<file path="src/rtl/stage1_fetch.sv">
`default_nettype none
// +------------------------------------------------------------------------+
// | stage1_fetch: sequential instruction fetch with an in-order response   |
// | queue driving the IF/ID pipeline register; honours stall and redirect. |
// | Revision: 1.0                                                          |
// +------------------------------------------------------------------------+
module stage1_fetch #(
  parameter logic [31:0] RESET_PC = 32'h0000_0000,
  parameter int          DEPTH    = 2
) (
  input  logic        clk,
  input  logic        reset,
  input  logic        hazard,
  input  logic        redirect_valid,
  input  logic [31:0] redirect_pc,
  output logic        imem_req_valid,
  input  logic        imem_req_ready,
  output logic [31:0] imem_req_addr,
  input  logic        imem_rsp_valid,
  input  logic [31:0] imem_rsp_data,
  output logic [31:0] if_id_ir,
  output logic [31:0] if_id_npc
);

  localparam int            c_aw    = (DEPTH > 1) ? $clog2(DEPTH) : 1;
  localparam int            c_cw    = c_aw + 1;
  localparam logic [c_cw:0] c_depth = (c_cw + 1)'(DEPTH);

  logic [31:0]     r_fetch_pc;
  logic [31:0]     r_q_pc [DEPTH];
  logic [31:0]     r_q_ir [DEPTH];
  logic [DEPTH-1:0] r_q_filled;
  logic [c_aw-1:0] r_head;
  logic [c_aw-1:0] r_tail;
  logic [c_aw-1:0] r_fptr;
  logic [c_cw-1:0] r_used;
  logic [c_cw-1:0] r_unfilled;
  logic [c_cw-1:0] r_drop_cnt;
  logic [31:0]     r_if_id_ir;
  logic [31:0]     r_if_id_npc;

  logic w_room;
  logic w_req_valid;
  logic w_alloc;
  logic w_rsp_drop;
  logic w_fill;
  logic w_head_ready;
  logic w_pop;

  // Slots still owed a response (stale drops) count against capacity too.
  assign w_room       = ({1'b0, r_used} + {1'b0, r_drop_cnt}) < c_depth;
  assign w_req_valid  = !reset && !redirect_valid && w_room;
  assign w_alloc      = w_req_valid && imem_req_ready;
  assign w_rsp_drop   = imem_rsp_valid && (r_drop_cnt != '0);
  assign w_fill       = imem_rsp_valid && (r_drop_cnt == '0);
  assign w_head_ready = (r_used != '0) && r_q_filled[r_head];
  assign w_pop        = !redirect_valid && !hazard && w_head_ready;

  assign imem_req_valid = w_req_valid;
  assign imem_req_addr  = r_fetch_pc;
  assign if_id_ir       = r_if_id_ir;
  assign if_id_npc      = r_if_id_npc;

  always_ff @(posedge clk or posedge reset) begin
    if (reset) begin
      r_fetch_pc  <= RESET_PC;
      r_q_filled  <= '0;
      r_head      <= '0;
      r_tail      <= '0;
      r_fptr      <= '0;
      r_used      <= '0;
      r_unfilled  <= '0;
      r_drop_cnt  <= '0;
      r_if_id_ir  <= '0;
      r_if_id_npc <= '0;
    end else if (redirect_valid) begin
      // A response landing now belongs to an unfilled entry already counted.
      r_fetch_pc <= redirect_pc;
      r_head     <= r_tail;
      r_fptr     <= r_tail;
      r_used     <= '0;
      r_unfilled <= '0;
      r_drop_cnt <= r_drop_cnt - c_cw'(w_rsp_drop) + r_unfilled - c_cw'(w_fill);
      r_if_id_ir <= '0;
    end else begin
      if (w_alloc) begin
        r_fetch_pc         <= r_fetch_pc + 32'd4;
        r_q_filled[r_tail] <= 1'b0;
        r_tail             <= r_tail + c_aw'(1);
      end
      if (w_fill) begin
        r_q_filled[r_fptr] <= 1'b1;
        r_fptr             <= r_fptr + c_aw'(1);
      end
      if (w_pop) begin
        r_head      <= r_head + c_aw'(1);
        r_if_id_ir  <= r_q_ir[r_head];
        r_if_id_npc <= r_q_pc[r_head] + 32'd4;
      end else if (!hazard) begin
        r_if_id_ir <= '0;
      end
      r_used     <= r_used + c_cw'(w_alloc) - c_cw'(w_pop);
      r_unfilled <= r_unfilled + c_cw'(w_alloc) - c_cw'(w_fill);
      r_drop_cnt <= r_drop_cnt - c_cw'(w_rsp_drop);
    end
  end

  // Payload storage needs no reset; validity lives in the counters and flags.
  always_ff @(posedge clk) begin
    if (w_alloc) begin
      r_q_pc[r_tail] <= r_fetch_pc;
    end
    if (w_fill && !redirect_valid) begin
      r_q_ir[r_fptr] <= imem_rsp_data;
    end
  end

  a_occupancy: assert property (@(posedge clk) disable iff (reset)
    ({1'b0, r_used} + {1'b0, r_drop_cnt}) <= c_depth);

  a_req_align: assert property (@(posedge clk) disable iff (reset)
    imem_req_valid |-> (imem_req_addr[1:0] == 2'b00));

  a_rsp_expected: assert property (@(posedge clk) disable iff (reset)
    imem_rsp_valid |-> ((r_drop_cnt != '0) || (r_unfilled != '0)));

endmodule
`default_nettype wire

</file>
<file path="config.mk">
export PLATFORM = sky130hd
export DESIGN_NAME = stage1_fetch
export DESIGN_NICKNAME = d
export VERILOG_FILES = /design/src/rtl/stage1_fetch.sv
export SDC_FILE = /design/constraint.sdc
export NUM_CORES = 1
export LEC_CHECK = 0
export BUFFER_PORTS_ARGS = -buffer_cell sky130_fd_sc_hd__clkbuf_2
export CORE_ASPECT_RATIO = 2
export CORE_MARGIN = 3
export CORE_UTILIZATION = 56
export DETAILED_ROUTE_END_ITERATION = 16
export GPL_TIMING_DRIVEN = 1
export PLACE_DENSITY = 0.79
export SYNTH_ARGS = -nofsm -noshare
export SYNTH_HDL_FRONTEND = slang
export SYNTH_SLANG_ARGS = --single-unit
</file>
<file path="constraint.sdc">
create_clock -name clk -period 5.1 [get_ports clk]
set_input_delay 1.02 -clock clk [delete_from_list [all_inputs] [get_ports clk]]
set_output_delay 1.02 -clock clk [all_outputs]
set_load 0.01 [all_outputs]
</file>
### Word-level counts from Yosys, hierarchy flattened

Memories as Yosys holds them, arrays and structs flattened.
Index checks and enable logic that the tools add are counted.

* bits in registers: 107
* bits in latches: 0
* bits in writable memories: 128
* bits in read-only memories: 0
* bits of input ports: 70
* output and inout port bits: 97
* word-level logic and storage cells: 83
* memories: 2

Memories
* r_q_ir: depth 2, width 32, rd ports 1, clocked after memory_dff 0, wr ports 1, line 31 `logic [31:0] r_q_ir [DEPTH];`
* r_q_pc: depth 2, width 32, rd ports 1, clocked after memory_dff 0, wr ports 1, line 30 `logic [31:0] r_q_pc [DEPTH];`

* add/sub/neg operators: 13
* multipliers: 0
* divide/modulo/power cells: 0
* magnitude comparators: 6
* equality and inequality tests: 1
* shift operators: 0
* mux-type cells: 25
* bitwise gates (word level): 4
* reductions and logical operators: 22

Operator list (number)
* $mux 32: 5
* $add 32x3->32 const B: 2
* $mux 1: 12
* $mux 2: 6
* $logic_and 1x1->1: 11
* $reduce_bool 2->1: 5
* $sub 2x1->2: 4
* $lt 1x2->1 const B: 3
* $add 2x1->2: 2
* $reduce_and 2->1: 2
* $add 1x1->1 const B: 3
* $add 2x2->3: 1
* $logic_not 1->1: 3
* $lt 3x2->1 const B: 1
* $ne 3x1->1 const B: 1
* $add 2x2->2: 1
* $and 2x2->2: 1
* $demux 1 s1: 2
* $ge 1x1->1 const B: 2
* $logic_not 2->1: 1
* $not 2->2: 1
* $or 2x2->2: 1
* $not 1->1: 1

### Depth between registers and ports, before layout

* word-level depth: 10
* mapped depth: 13

### Least setup slack after synthesis

OpenSTA, ideal clock, no wires.

* path type: input to register
* from: input port imem_rsp_valid
* to: memory r_q_ir[0][0] (enable)
* setup time: 0.469 ns
* arrival time: 3.759 ns
* slack: 0.872 ns
* stages: 3
* buffers on the path: 1
* cell sequence: and2_1 -> clkbuf_1 -> nor3b_1

* longest elaborated chain between the ends: 4

Ends and longest elaborated chain
* start: declaration: line 19 `input logic imem_rsp_valid,`
* $logic_and 1x1->1: line 55 `assign w_fill = imem_rsp_valid && (r_drop_cnt == '0);`
* $logic_and 1x1->1: line 113 `if (w_fill && !redirect_valid) begin`
* $mux 1: line 113
* $mux 1 (implied by the code): line 114 `r_q_ir[r_fptr] <= imem_rsp_data;`
* end: declaration: line 31

No other way between the ends.

### Worst setup path in the final report

* from: register r_drop_cnt[0]
* to: memory r_q_pc[1][17] (enable)

* longest elaborated chain between the ends: 6

Ends and longest elaborated chain
* start: declaration: line 38 `logic [c_cw-1:0] r_drop_cnt;`
* start signal: assignment: line 83 `r_drop_cnt <= r_drop_cnt - c_cw'(w_rsp_drop) + r_unfilled - c_cw'(w_fill);`
* start signal: assignment: line 104 `r_drop_cnt <= r_drop_cnt - c_cw'(w_rsp_drop);`
* $add 2x2->3: line 51 `assign w_room = ({1'b0, r_used} + {1'b0, r_drop_cnt}) < c_depth;`
* $lt 3x2->1: line 51
* $logic_and 1x1->1: line 52 `assign w_req_valid = !reset && !redirect_valid && w_room;`
* $logic_and 1x1->1: line 53 `assign w_alloc = w_req_valid && imem_req_ready;`
* $mux 1: line 110 `if (w_alloc) begin`
* $mux 1 (implied by the code): line 111 `r_q_pc[r_tail] <= r_fetch_pc;`
* end: declaration: line 30

No other way between the ends.

==> flow_summary.json <==
{
  "cts_hold_buffers": 0,
  "vias_per_cell": 6.003,
  "netlist_instances": 822,
  "dieArea_um2": 20010,
  "cts_made_buffers": 20,
  "clock_latency_ps": 500,
  "cts-htree-levels": 1,
  "finalCriticalPeriod_ps": 3403,
  "fillers": 1318,
  "cts_resized": 0,
  "setup_viol": 0,
  "pin_count": 167,
  "fin_tns_setup_ps": 0,
  "critPathMaxFanout": 32,
  "syn_to_final_growth_pct": 16.41,
  "path_buf_inv": 2,
  "grt_pass1_wl_um": 35890,
  "ys.flop_type": "edfxtp_1",
  "yosysSeqAreaShare": 0.6378,
  "drive_gt1_frac": 0.2302,
  "grt_antenna_before_repair": 0,
  "grt_busiest_layer": "met2",
  "ys_types": 60,
  "clock-sinks": 235,
  "cp_slowest_cell": "inv_1",
  "avgSynthCellArea_um2": 12.44,
  "power_density_nw_per_um2": 430.4,
  "hp-class": "reg -> reg",
  "first_pass_iters": 6,
  "layout_setup_ws_ps": 1697,
  "nets": 1060,
  "fp.dieH_um": 197.1,
  "hold_violations": 0,
  "num_antenna_cells": 0,
  "ys_async_sr_fraction": 0.4553,
  "syn_area_um2": 10220,
  "max_freq_mhz": 293.9,
  "clkTransAtPathRegs_ps": 70,
  "first_iter_violations": 322,
  "track_usage": 0.2247,
  "place_ws_ps": 1549,
  "timing.hold.ws_ps": 477.9,
  "cts_tree": "built",
  "fp-row-count": 69,
  "post_cts_buffers": 0,
  "grt_util_met1": 0.2535,
  "crit_required_ps": 5200,
  "arrival_ps": 3500,
  "gp_congestion": 0.8253,
  "coreArea_um2": 17870,
  "cp-end-kind": "flop",
  "port_buffers": 166,
  "crit_chain": "and2_1 > fa_1 > nor4_1 > and2_1 > buf_4 > nand2_1 > inv_1",
  "grt_pass1_vias": 7103,
  "start_kind": "flop",
  "wire_per_inst_um": 18.82,
  "crit_family": "buffers and inverters",
  "grtUsageMet2": 0.4072,
  "path_common_cell": "and2_1",
  "yosysWarnings": 0,
  "cts_buffer_depth": 3,
  "ant_nets": 0,
  "multi_input_area_um2": 3473,
  "max_cap_viol_count": 0,
  "wirelength_um": 22730,
  "period_share": 0.6672,
  "drc": 0,
  "rsz0062_at_grt": "false",
  "synth-edff-count": 128,
  "worst_pin_slew_ps": 1168,
  "status": "finished clean",
  "critPathKind": "reg -> reg",
  "die_x_um": 101.5,
  "root_buffer": "clkbuf_16",
  "ys_ff_latch": 235,
  "finalClockSkew_ps": 16.92,
  "grt_max_degree": 92,
  "slew_viol_final": 0,
  "dp_hpwl_um": 16050,
  "vias": 7252,
  "peakVddDrop_mv": 0.2548,
  "start_util": 0.5721,
  "cpPeakStageDelay_ps": 860,
  "relSlewSlack": 0.2206,
  "overflow": 0,
  "p_leak_nw": 5.087,
  "synth_nets": 901,
  "seq_area_um2": 6525,
  "use_met3": 0.03181
}
synth_stat cells, types with 12 or more instances:
cell	n	share of area
clkbuf_1	24	0.0088
o21ai_1	27	0.013
nand2_1	116	0.043
xnor2_1	21	0.018
mux2i_1	65	0.064
o21ai_0	46	0.023
nand3_1	35	0.017
dfrtp_1	107	0.26
nor2_1	20	0.0073
edfxtp_1	128	0.38
inv_1	16	0.0059
nand3b_1	12	0.0088
nand4_1	26	0.016
path summary, 6_finish.rpt:
kind / cells past startpoint / slack [ps] / startpoint / endpoint
worst max-delay path: 7 / 1700 / r_drop_cnt[0]$_DFF_PP0_ / r_q_pc[1][17]$_DFFE_PP_
worst min-delay path: 2 / 480 / if_id_npc[30]$_DFFE_PP0P_ / if_id_npc[30]$_DFFE_PP0P_
worst max register to register: 7 / 1700 / r_drop_cnt[0]$_DFF_PP0_ / r_q_pc[1][17]$_DFFE_PP_
worst min register to register: 2 / 480 / if_id_npc[30]$_DFFE_PP0P_ / if_id_npc[30]$_DFFE_PP0P_
max in group asynchronous: 3 / 3320 / reset / imem_req_addr[5]$_DFFE_PP0P_
min in group asynchronous: 2 / 760 / reset / r_drop_cnt[1]$_DFF_PP0_
routing by layer:
layer | vias to the layer above | routed length, um
li1 | 3396 | -
met1 | 3521 | 8224
met2 | 269 | 12180
met3 | 66 | 1289
met4 | 0 | 1040
met5 | - | 0
through the flow:
stage          cell area, um^2    util  instances  total power [mW]
2_1_floorplan            10220       -        822             3.249
3_3_place_gp             11250  0.6294       1172             3.595
3_5_place_dp             11250  0.6294       1172             3.631
4_1_cts                  11900  0.6660       1208             5.159
5_1_grt                  11900  0.6660       1208             5.382
6_report                 11900  0.6660       1208             5.123
tightest hold or removal path: stages, from the launching register on:
cell	delay [ps]
dfrtp_1	340
nand2_1	50
o31ai_1	50
cell usage in the layout (no fill, tap or decap), drive strengths merged, types with 5 or more instances in the layout:
cell and count:
and2 6, o211ai 10, nor3 6, o21ai 73, nand4 27, buf 11
edfxtp 128, nand3b 13, xor2 8, mux2 7, nand4b 6, a221o 5
inv 19, o311ai 14, nand3 36, a22oi 8, nor2 20, a211oi 5
nor4 8, a21oi 11, and3 10, nand2 116, or4 5, dfrtp 107
o31ai 5, xnor2 21, ha 8, clkbuf 194, nor2b 5, mux2i 65
kinds of logic after synthesis:
| group | share of synthesized area |
|---|---|
| multiplexers | 0.07134 |
| XOR/XNOR | 0.02484 |
| AND/OR/NAND/NOR | 0.1301 |
| buffers and inverters | 0.02374 |
| AO/OA/AOI/OAI | 0.1005 |
| adder cells (fa/ha/maj) | 0.01175 |
| flip-flops | 0.6378 |
power breakdown:
| group | internal, mW | switching, mW | leakage (nW) |
|---|---|---|---|
| Clock | 0.868 | 0.667 | 0.317 |
| Sequential | 2.28 | 0.265 | 2.54 |
| Combinational | 0.470 | 0.569 | 2.23 |
| Total | 3.62 | 1.50 | 5.09 |
final cells by class:
type	instances	share of cell area
Sequential cell	235	0.5482
Multi-Input combinational cell	529	0.2918
Timing Repair Buffer	177	0.07674
Clock buffer	28	0.04636
Tap cell	213	0.02239
Clock inverter	8	0.008620
Inverter	18	0.005887
flip-flops by register name (all words and copies together) (netlist names):
| name | count |
|---|---|
| r_unfilled | 2 |
| imem_req_addr | 32 |
| r_q_ir | 64 |
| r_q_filled | 2 |
| r_head | 1 |
| r_used | 2 |
| if_id_npc | 32 |
| r_q_pc | 64 |
| r_drop_cnt | 2 |
| r_tail | 1 |
| r_fptr | 1 |
| if_id_ir | 32 |
(Power assumes the default switching activity.)
